File: src/rtl/mini_cpu_core.sv
// Two-phase (fetch/execute) register-file CPU core with zero/carry flags,
// conditional branches, run/stall control and an absorbing HALT state.
module mini_cpu_core #(
  parameter int unsigned DATA_W = 4,
  parameter int unsigned PC_W   = 8,
  parameter int unsigned NREGS  = 4
) (
  input  logic              clk,
  input  logic              reset_n,
  input  logic              run,
  output logic              imem_en,
  output logic [PC_W-1:0]   imem_addr,
  input  logic [15:0]       imem_data,
  output logic [PC_W-1:0]   pc_out,
  output logic [DATA_W-1:0] alu_result,
  output logic              zero_flag,
  output logic              carry_flag,
  output logic              halted
);

  localparam logic [1:0] S_FETCH = 2'd0;
  localparam logic [1:0] S_EXEC  = 2'd1;
  localparam logic [1:0] S_HALT  = 2'd2;

  logic [1:0]        state_q, state_d;
  logic              refetch_q, refetch_d;
  logic [PC_W-1:0]   pc_q, pc_d;
  logic [DATA_W-1:0] regs_q [NREGS];
  logic [DATA_W-1:0] regs_d [NREGS];
  logic [DATA_W-1:0] res_q, res_d;
  logic              z_q, z_d, c_q, c_d;

  logic [3:0]        op, rd, rs1, rs2;
  logic [DATA_W-1:0] op_a, op_b, result;
  logic [DATA_W:0]   wide;
  logic              wr_en, flag_en, taken;

  assign op  = imem_data[15:12];
  assign rd  = imem_data[11:8];
  assign rs1 = imem_data[7:4];
  assign rs2 = imem_data[3:0];

  // Indices at or above NREGS match no entry, so they read as zero.
  always_comb begin
    op_a = '0;
    op_b = '0;
    for (int i = 0; i < NREGS; i++) begin
      if (rs1 == 4'(i)) op_a = regs_q[i];
      if (rs2 == 4'(i)) op_b = regs_q[i];
    end
  end

  // wide[DATA_W] carries the carry/borrow/shifted-out bit; logic ops leave it 0.
  always_comb begin
    wide    = '0;
    wr_en   = 1'b0;
    flag_en = 1'b0;
    case (op)
      4'h1: begin wide = {1'b0, op_a} + {1'b0, op_b}; wr_en = 1'b1; flag_en = 1'b1; end
      4'h2: begin wide = {1'b0, DATA_W'(imem_data[7:0])}; wr_en = 1'b1; end
      4'h3: begin wide = {1'b0, op_a} - {1'b0, op_b}; wr_en = 1'b1; flag_en = 1'b1; end
      4'h4: begin wide = {1'b0, op_a & op_b}; wr_en = 1'b1; flag_en = 1'b1; end
      4'h5: begin wide = {1'b0, op_a | op_b}; wr_en = 1'b1; flag_en = 1'b1; end
      4'h6: begin wide = {1'b0, op_a ^ op_b}; wr_en = 1'b1; flag_en = 1'b1; end
      4'h7: begin wide = {op_a, 1'b0}; wr_en = 1'b1; flag_en = 1'b1; end
      default: ;
    endcase
  end

  assign result = wide[DATA_W-1:0];
  assign taken  = (op == 4'h8) || ((op == 4'h9) && z_q) || ((op == 4'hA) && c_q);

  always_comb begin
    state_d   = state_q;
    refetch_d = refetch_q;
    pc_d      = pc_q;
    regs_d    = regs_q;
    res_d     = res_q;
    z_d       = z_q;
    c_d       = c_q;
    if (run) begin
      case (state_q)
        S_FETCH: state_d = S_EXEC;
        S_EXEC: begin
          if (refetch_q) begin
            // Instruction word was lost during the stall; this cycle re-reads it.
            refetch_d = 1'b0;
          end else begin
            if (wr_en) begin
              res_d = result;
              for (int i = 0; i < NREGS; i++) begin
                if (rd == 4'(i)) regs_d[i] = result;
              end
            end
            if (flag_en) begin
              z_d = (result == '0);
              c_d = wide[DATA_W];
            end
            if (op == 4'hF) begin
              state_d = S_HALT;
            end else begin
              state_d = S_FETCH;
              pc_d    = taken ? PC_W'(imem_data[7:0]) : pc_q + PC_W'(1);
            end
          end
        end
        default: ;
      endcase
    end else if (state_q == S_EXEC) begin
      refetch_d = 1'b1;
    end
  end

  always_ff @(posedge clk or negedge reset_n) begin
    if (!reset_n) begin
      state_q   <= S_FETCH;
      refetch_q <= 1'b0;
      pc_q      <= '0;
      res_q     <= '0;
      z_q       <= 1'b0;
      c_q       <= 1'b0;
      for (int i = 0; i < NREGS; i++) regs_q[i] <= '0;
    end else begin
      state_q   <= state_d;
      refetch_q <= refetch_d;
      pc_q      <= pc_d;
      res_q     <= res_d;
      z_q       <= z_d;
      c_q       <= c_d;
      for (int i = 0; i < NREGS; i++) regs_q[i] <= regs_d[i];
    end
  end

  assign imem_en    = reset_n && run &&
                      ((state_q == S_FETCH) || ((state_q == S_EXEC) && refetch_q));
  assign imem_addr  = pc_q;
  assign pc_out     = pc_q;
  assign alu_result = res_q;
  assign zero_flag  = z_q;
  assign carry_flag = c_q;
  assign halted     = (state_q == S_HALT);

endmodule

File: config.mk
export PLATFORM = sky130hd
export DESIGN_NAME = mini_cpu_core
export DESIGN_NICKNAME = d
export VERILOG_FILES = /design/src/rtl/mini_cpu_core.sv
export SDC_FILE = /design/constraint.sdc
export NUM_CORES = 1
export LEC_CHECK = 0
export CELL_PAD_IN_SITES_DETAIL_PLACEMENT = 0
export CELL_PAD_IN_SITES_GLOBAL_PLACEMENT = 2
export CORE_MARGIN = 4
export CORE_UTILIZATION = 30
export DETAILED_ROUTE_END_ITERATION = 12
export PLACE_DENSITY = 0.83
export SETUP_SLACK_MARGIN = 0.15
export SYNTH_ARGS = -nofsm -noshare
export SYNTH_HDL_FRONTEND = slang
export SYNTH_SLANG_ARGS = --single-unit
File: constraint.sdc
create_clock -name clk -period 2.55 [get_ports clk]
set_input_delay 0.51 -clock clk [delete_from_list [all_inputs] [get_ports clk]]
set_output_delay 0.51 -clock clk [all_outputs]
set_load 0.03 [all_outputs]
## Word level (Yosys, flattened, before mapping)

Cells that the tools add are included.

- Flip-flop bits (word level): 33
- Input port bits: 19
- Output and inout port bits: 24
- Word-level logic and storage cells: 83

- $add $sub $neg: 3
- Equality and inequality tests: 23
- Muxes and demuxes: 18
- Bitwise operators: 5
- Reduce and logical (&&, ||, !) cells: 24

Operators with widths:

| cell | count |
|---|---|
| 5-bit case mux with 7 select lines | 1 |
| 4-bit by 2-bit equality test with 1-bit output, second input constant | 8 |
| 4-bit 2-to-1 mux | 8 |
| 5-bit AND reduction | 4 |
| 4-bit by 1-bit equality test with 1-bit output, second input constant | 4 |
| 4-bit by 3-bit equality test with 1-bit output, second input constant | 4 |
| 4-bit equality test, second input constant | 4 |
| 4-bit zero test | 4 |
| 4-bit AND reduction | 3 |
| 8-bit by 1-bit adder with 8-bit output, second input constant | 1 |
| 8-bit 2-to-1 mux | 1 |
| 7-bit OR reduction | 1 |
| 6-bit OR reduction | 1 |
| 4-bit by 4-bit adder with 5-bit output | 1 |
| 1-bit logical AND | 5 |
| 1-bit 2-to-1 mux | 5 |
| 4-bit by 4-bit subtractor with 5-bit output | 1 |
| 4-bit bitwise AND | 1 |
| 2-bit 2-to-1 mux | 2 |
| 4-bit bitwise OR | 1 |
| 2-bit case mux with 2 select lines | 1 |
| 4-bit bitwise XOR | 1 |
| 1-bit logical OR | 3 |
| 3-bit AND reduction | 1 |
| other kinds (6) | 7 |

## Longest topological paths before layout

- Word-level depth: 8
- Mapped depth: 14
- Depth with buffers taken out: 13

## Worst setup path after synthesis

No wires, ideal clock.

- Path type: input to register
- From: input port imem_data[0]
- To: register regs_q[15] in the netlist's numbering
- Library setup time: 125 ps
- Arrival: 3110 ps
- Data required time: 2425 ps
- Slack: -685 ps
- Stages on the path: 11
- Buffers on the path: 1
- Cell sequence: buf_2 > mux4_2 > nand2_1 > ha_1 > mux2i_1 > ha_1 > nor2b_1 > o21a_1 > or3_1 > a31o_2 > mux2_2

- Cells in the longest elaborated chain, start to end: 7
- Elaborated cells on any way between the ends: 14
- Those cells by class: 2 x add/sub; 3 x eq/ne; 5 x mux; 3 x bitwise; 1 x reduce/logical

RTL lines:

| item | line | source |
|---|---|---|
| start, declared | 13 | `input logic [15:0] imem_data,` |
| 4-bit zero test | 49 | `if (rs2 == 4'(i)) op_b = regs_q[i];` |
| 4-bit 2-to-1 mux (3 in a row) | 49 |  |
| 4-bit 2-to-1 mux (*) | 49 |  |
| 4-bit by 4-bit subtractor with 5-bit output, or another cell as far along | 61 | `4'h3: begin wide = {1'b0, op_a} - {1'b0, op_b}; wr_en = 1'b1; flag_en = 1'b1; end` |
| 5-bit case mux with 7 select lines (*) | 58 | `case (op)` |
| end, declared | 28 | `logic [DATA_W-1:0] regs_q [NREGS];` |

Mark *: on every way between the ends. The rest lies on a longest branch, timed or not.
A chain may end at the register's enable or synchronous reset.

## Worst setup path in the final report

- From: register regs_q[0] in the netlist's numbering
- To: register regs_q[7] in the netlist's numbering

- Cells in the longest elaborated chain, start to end: 3
- Elaborated cells on any way between the ends: 5
- Those cells by class: 2 x add/sub; 3 x mux

RTL lines:

| item | line |
|---|---|
| 4-bit 2-to-1 mux (on tied branches) | 48, 49 |
| 4-bit by 4-bit subtractor with 5-bit output / 4-bit by 4-bit adder with 5-bit output (equally long branches) | 61, 59 |
| 5-bit case mux with 7 select lines (*) | 58 |

Marked as above.

==> results by group <==
Yosys
  • Seq/Total Area, Yosys: 32.8%
  • Post-synthesis async set-or-reset flop share: 100%
  • Cell Area, Synth: between 0.002 and 0.003 mm2
  • EDFF count, synth: 0
  • Synth top area cells: dfrtp_1 33%, mux2_2 8.5%, ha_1 7.0%
  • Yosys warns: 0
  • Most common cell in the netlist: dfrtp_1
  • Synth Net Count: 287
  • Synth top cells by count: 33 x dfrtp_1, 20 x inv_1, 19 x mux2_2
  • Synthesized flop and latch total: 33
  • Top-area cell type share of the netlist area: between 30% and 40%
  • Synth Area per Inst: approximately 10 um2
  • Mapped Cells: approximately 250
  • Main synth FF type: dfrtp_1
  • Synth unique cells: 62
  • Area leader, netlist: dfrtp_1

CTS
  • Num CTS Buffers: 5
  • CTS Hold Buffers Added: 0
  • Worst-Skew Late Latency: ~0.28 ns
  • CTS tree: done
  • CTS H-tree depth: 2
  • Sink Count: 33
  • Clock transition at path regs: 0.07 ns
  • Root Driver: clkbuf_8
  • Clock buffer depth: 2

Setup path
  • Setup crit start kind: flop
  • Worst Path Required: 2.72 ns
  • Crit Path Category: reg2reg
  • Crit path max fanout: 6
  • WP data arrival: about 3 ns
  • Crit end category: flop

Placement
  • RePlAce Congestion: roughly 0.83
  • Placed inst area: around 0.0034 mm2
  • Port-buffer cells: 42
  • Post-DP HPWL: around 5500 um
  • Placement Setup Slack: -1.11 ns

Finish
  • Area Growth Syn to Fin: 54.0%
  • Final Cell Area: about 0.0039 mm2
  • Final nets: 391
  • Register Area: between 800 and 900 um2
  • Layout cells sized above 1: 41.3%
  • Fillers: around 760
  • Antenna Cells: 0
  • Multi-input gate area: around 0.0017 mm2

STA
  • RSZ-0062 raised after global routing: yes
  • Fmax: about 340 MHz
  • Period utilisation layout: 114%
  • Setup TNS: -5.73 ns
  • Final Skew: approximately 0.0052 ns
  • Fin crit period: a little under 3 ns
  • Final setup vio count: 22
  • Max-slew violations: 0
  • Least-Margin Pin Slew: just over 0.6 ns
  • Setup ws final: -0.366 ns
  • Final hold viol count: 0
  • Worst rel slew slack: about 60%

Routing
  • WL final: between 7000 and 8000 um
  • Vias per inst: between 4 and 5
  • Routed wire per std cell: around 16 um
  • Initial DRT Pass Iterations: 7
  • First DRT Iteration DRCs: 117
  • DRC errors left: 0
  • Vias: 2,305
  • Post-route ant nets: 0

GRT
  • Largest net degree at the start of global routing: 34
  • Antenna violations before repair: 0
  • Overall Global Routing Usage: ~14%
  • Total gr overflow: 0
  • Vias in the first global route: 2,229
  • First-pass GRT wire length: 11,500 um

Pwr
  • LEAKAGE: around 0.0018 uW
  • Peak supply drop: 0.373 mV
  • P per Cell Area: 656 mW/mm2

Outcome
  • Status: finished with violations
  • Failing checks: setup timing

Floorplanning
  • Starting density of the core: between 30% and 40%
  • Core area: 0.00818 mm2
  • Die area: 0.00993 mm2
  • Die width: about 100 um
  • # rows: 33
  • Height of the die: between 90 and 100 um
  • Io pins: between 40 and 50

Job
  • MaxCap Viol Count: 0

Hold path
  • Worst Hold Class: reg2reg
-- report_power, final --
part	leakage (uW)	internal [uW]	switching (uW)
sequential	0.000426	649	147
clock	0.0000585	319	193
combinational	0.00136	577	662
-- cells by family (layout without fill, tap and decap cells) --
| logic type | Yosys count | in the layout | share of synthesized area, % |
|---|---|---|---|
| and+or+nand+nor | 77 | 77 | 17.5 |
| xor gates and xnor gates | 3 | 3 | 1.04 |
| DFF | 33 | 33 | 32.8 |
| muxes | 38 | 38 | 19.9 |
| AOI/OAI and AO/OA | 49 | 49 | 13.6 |
| buffers and inverters | 38 | 143 | 7.40 |
| adders and majority gates | 15 | 15 | 7.75 |
-- through the flow --
stage               hold slack (ns)  power [uW]  cells  utilization (%)
detailed placement            0.500        2020    438             42.2
floorplan                     0.214        1570    253                -
finish                        0.516        2550    463             47.5
CTS                           0.521        2560    457             45.8
global placement              0.500        2000    438             42.2
global route                  0.530        2700    463             47.5
-- flip-flops by register name, indices dropped and copies added, names as in the netlist --
signal / cells
regs_q: 16
imem_addr: 8
alu_result: 4
state_q: 2
carry_flag: 1
refetch_q: 1
zero_flag: 1
-- worst paths after layout --
kind / from / end / slack, ns / depth (start not counted)
max: regs_q[0] / regs_q[7] / -0.37 / 10
min: alu_result[0] / alu_result[0] / 0.52 / 1
max reg2reg: regs_q[0] / regs_q[7] / -0.37 / 10
min reg2reg: alu_result[0] / alu_result[0] / 0.52 / 1
max in group asynchronous: reset_n / regs_q[5] / 1.45 / 2
min in group asynchronous: reset_n / imem_addr[7] / 0.76 / 2
-- metal layers --
layer | routed length (um) | track usage, % | vias to the layer above
met5 | 0 | 0 | -
met4 | 71 | 3.47 | 0
met3 | 306 | 3.37 | 6
met2 | 3630 | 24.3 | 46
met1 | 3240 | 18.8 | 1134
li1 | - | - | 1119
-- layout by cell type, fill, tap and decap left out, types with 4 or more instances in the layout --
| master | count |
|---|---|
| buf_4 | 61 |
| dfrtp_1 | 33 |
| clkdlybuf4s50_1 | 30 |
| mux2_4 | 20 |
| inv_1 | 16 |
| nor2_1 | 15 |
| buf_6 | 15 |
| nand2_1 | 14 |
| ha_1 | 11 |
| mux2i_1 | 9 |
| a21oi_1 | 9 |
| mux4_2 | 6 |
| o21ai_0 | 6 |
| clkbuf_8 | 6 |
| dlygate4sd2_1 | 6 |
| nand3_1 | 5 |
| a22oi_1 | 5 |
| inv_2 | 4 |
| nand2b_1 | 4 |
| nor3_1 | 4 |
-- critical path, stage by stage, from the launching register on --
cell	delay, ns
dfrtp_1	0.41
mux4_2	0.51
nand2_4	0.11
ha_4	0.21
mux2i_4	0.15
ha_1	0.25
nor2b_4	0.12
o21a_1	0.19
or3_4	0.33
a31o_4	0.28
mux2_4	0.26
-- timing repair --
action | in CTS | in global routing
endpoints found under the setup margin | 22 | 23
cloned | 0 | 0
pin swaps | 24 | 19
gates resized for setup | 58 | 25
setup buffers | 11 | 6
-- final cells by class --
cell class,count,share of cell area [%]
repair buffers,115,26.0
clock inverters,1,0.774
clock buffers,7,2.22
well taps,105,3.38
inverters,20,1.93
multi-input cells,182,44.4
flip-flops and latches,33,21.3
No activity file was read; power rests on OpenSTA's default activity.
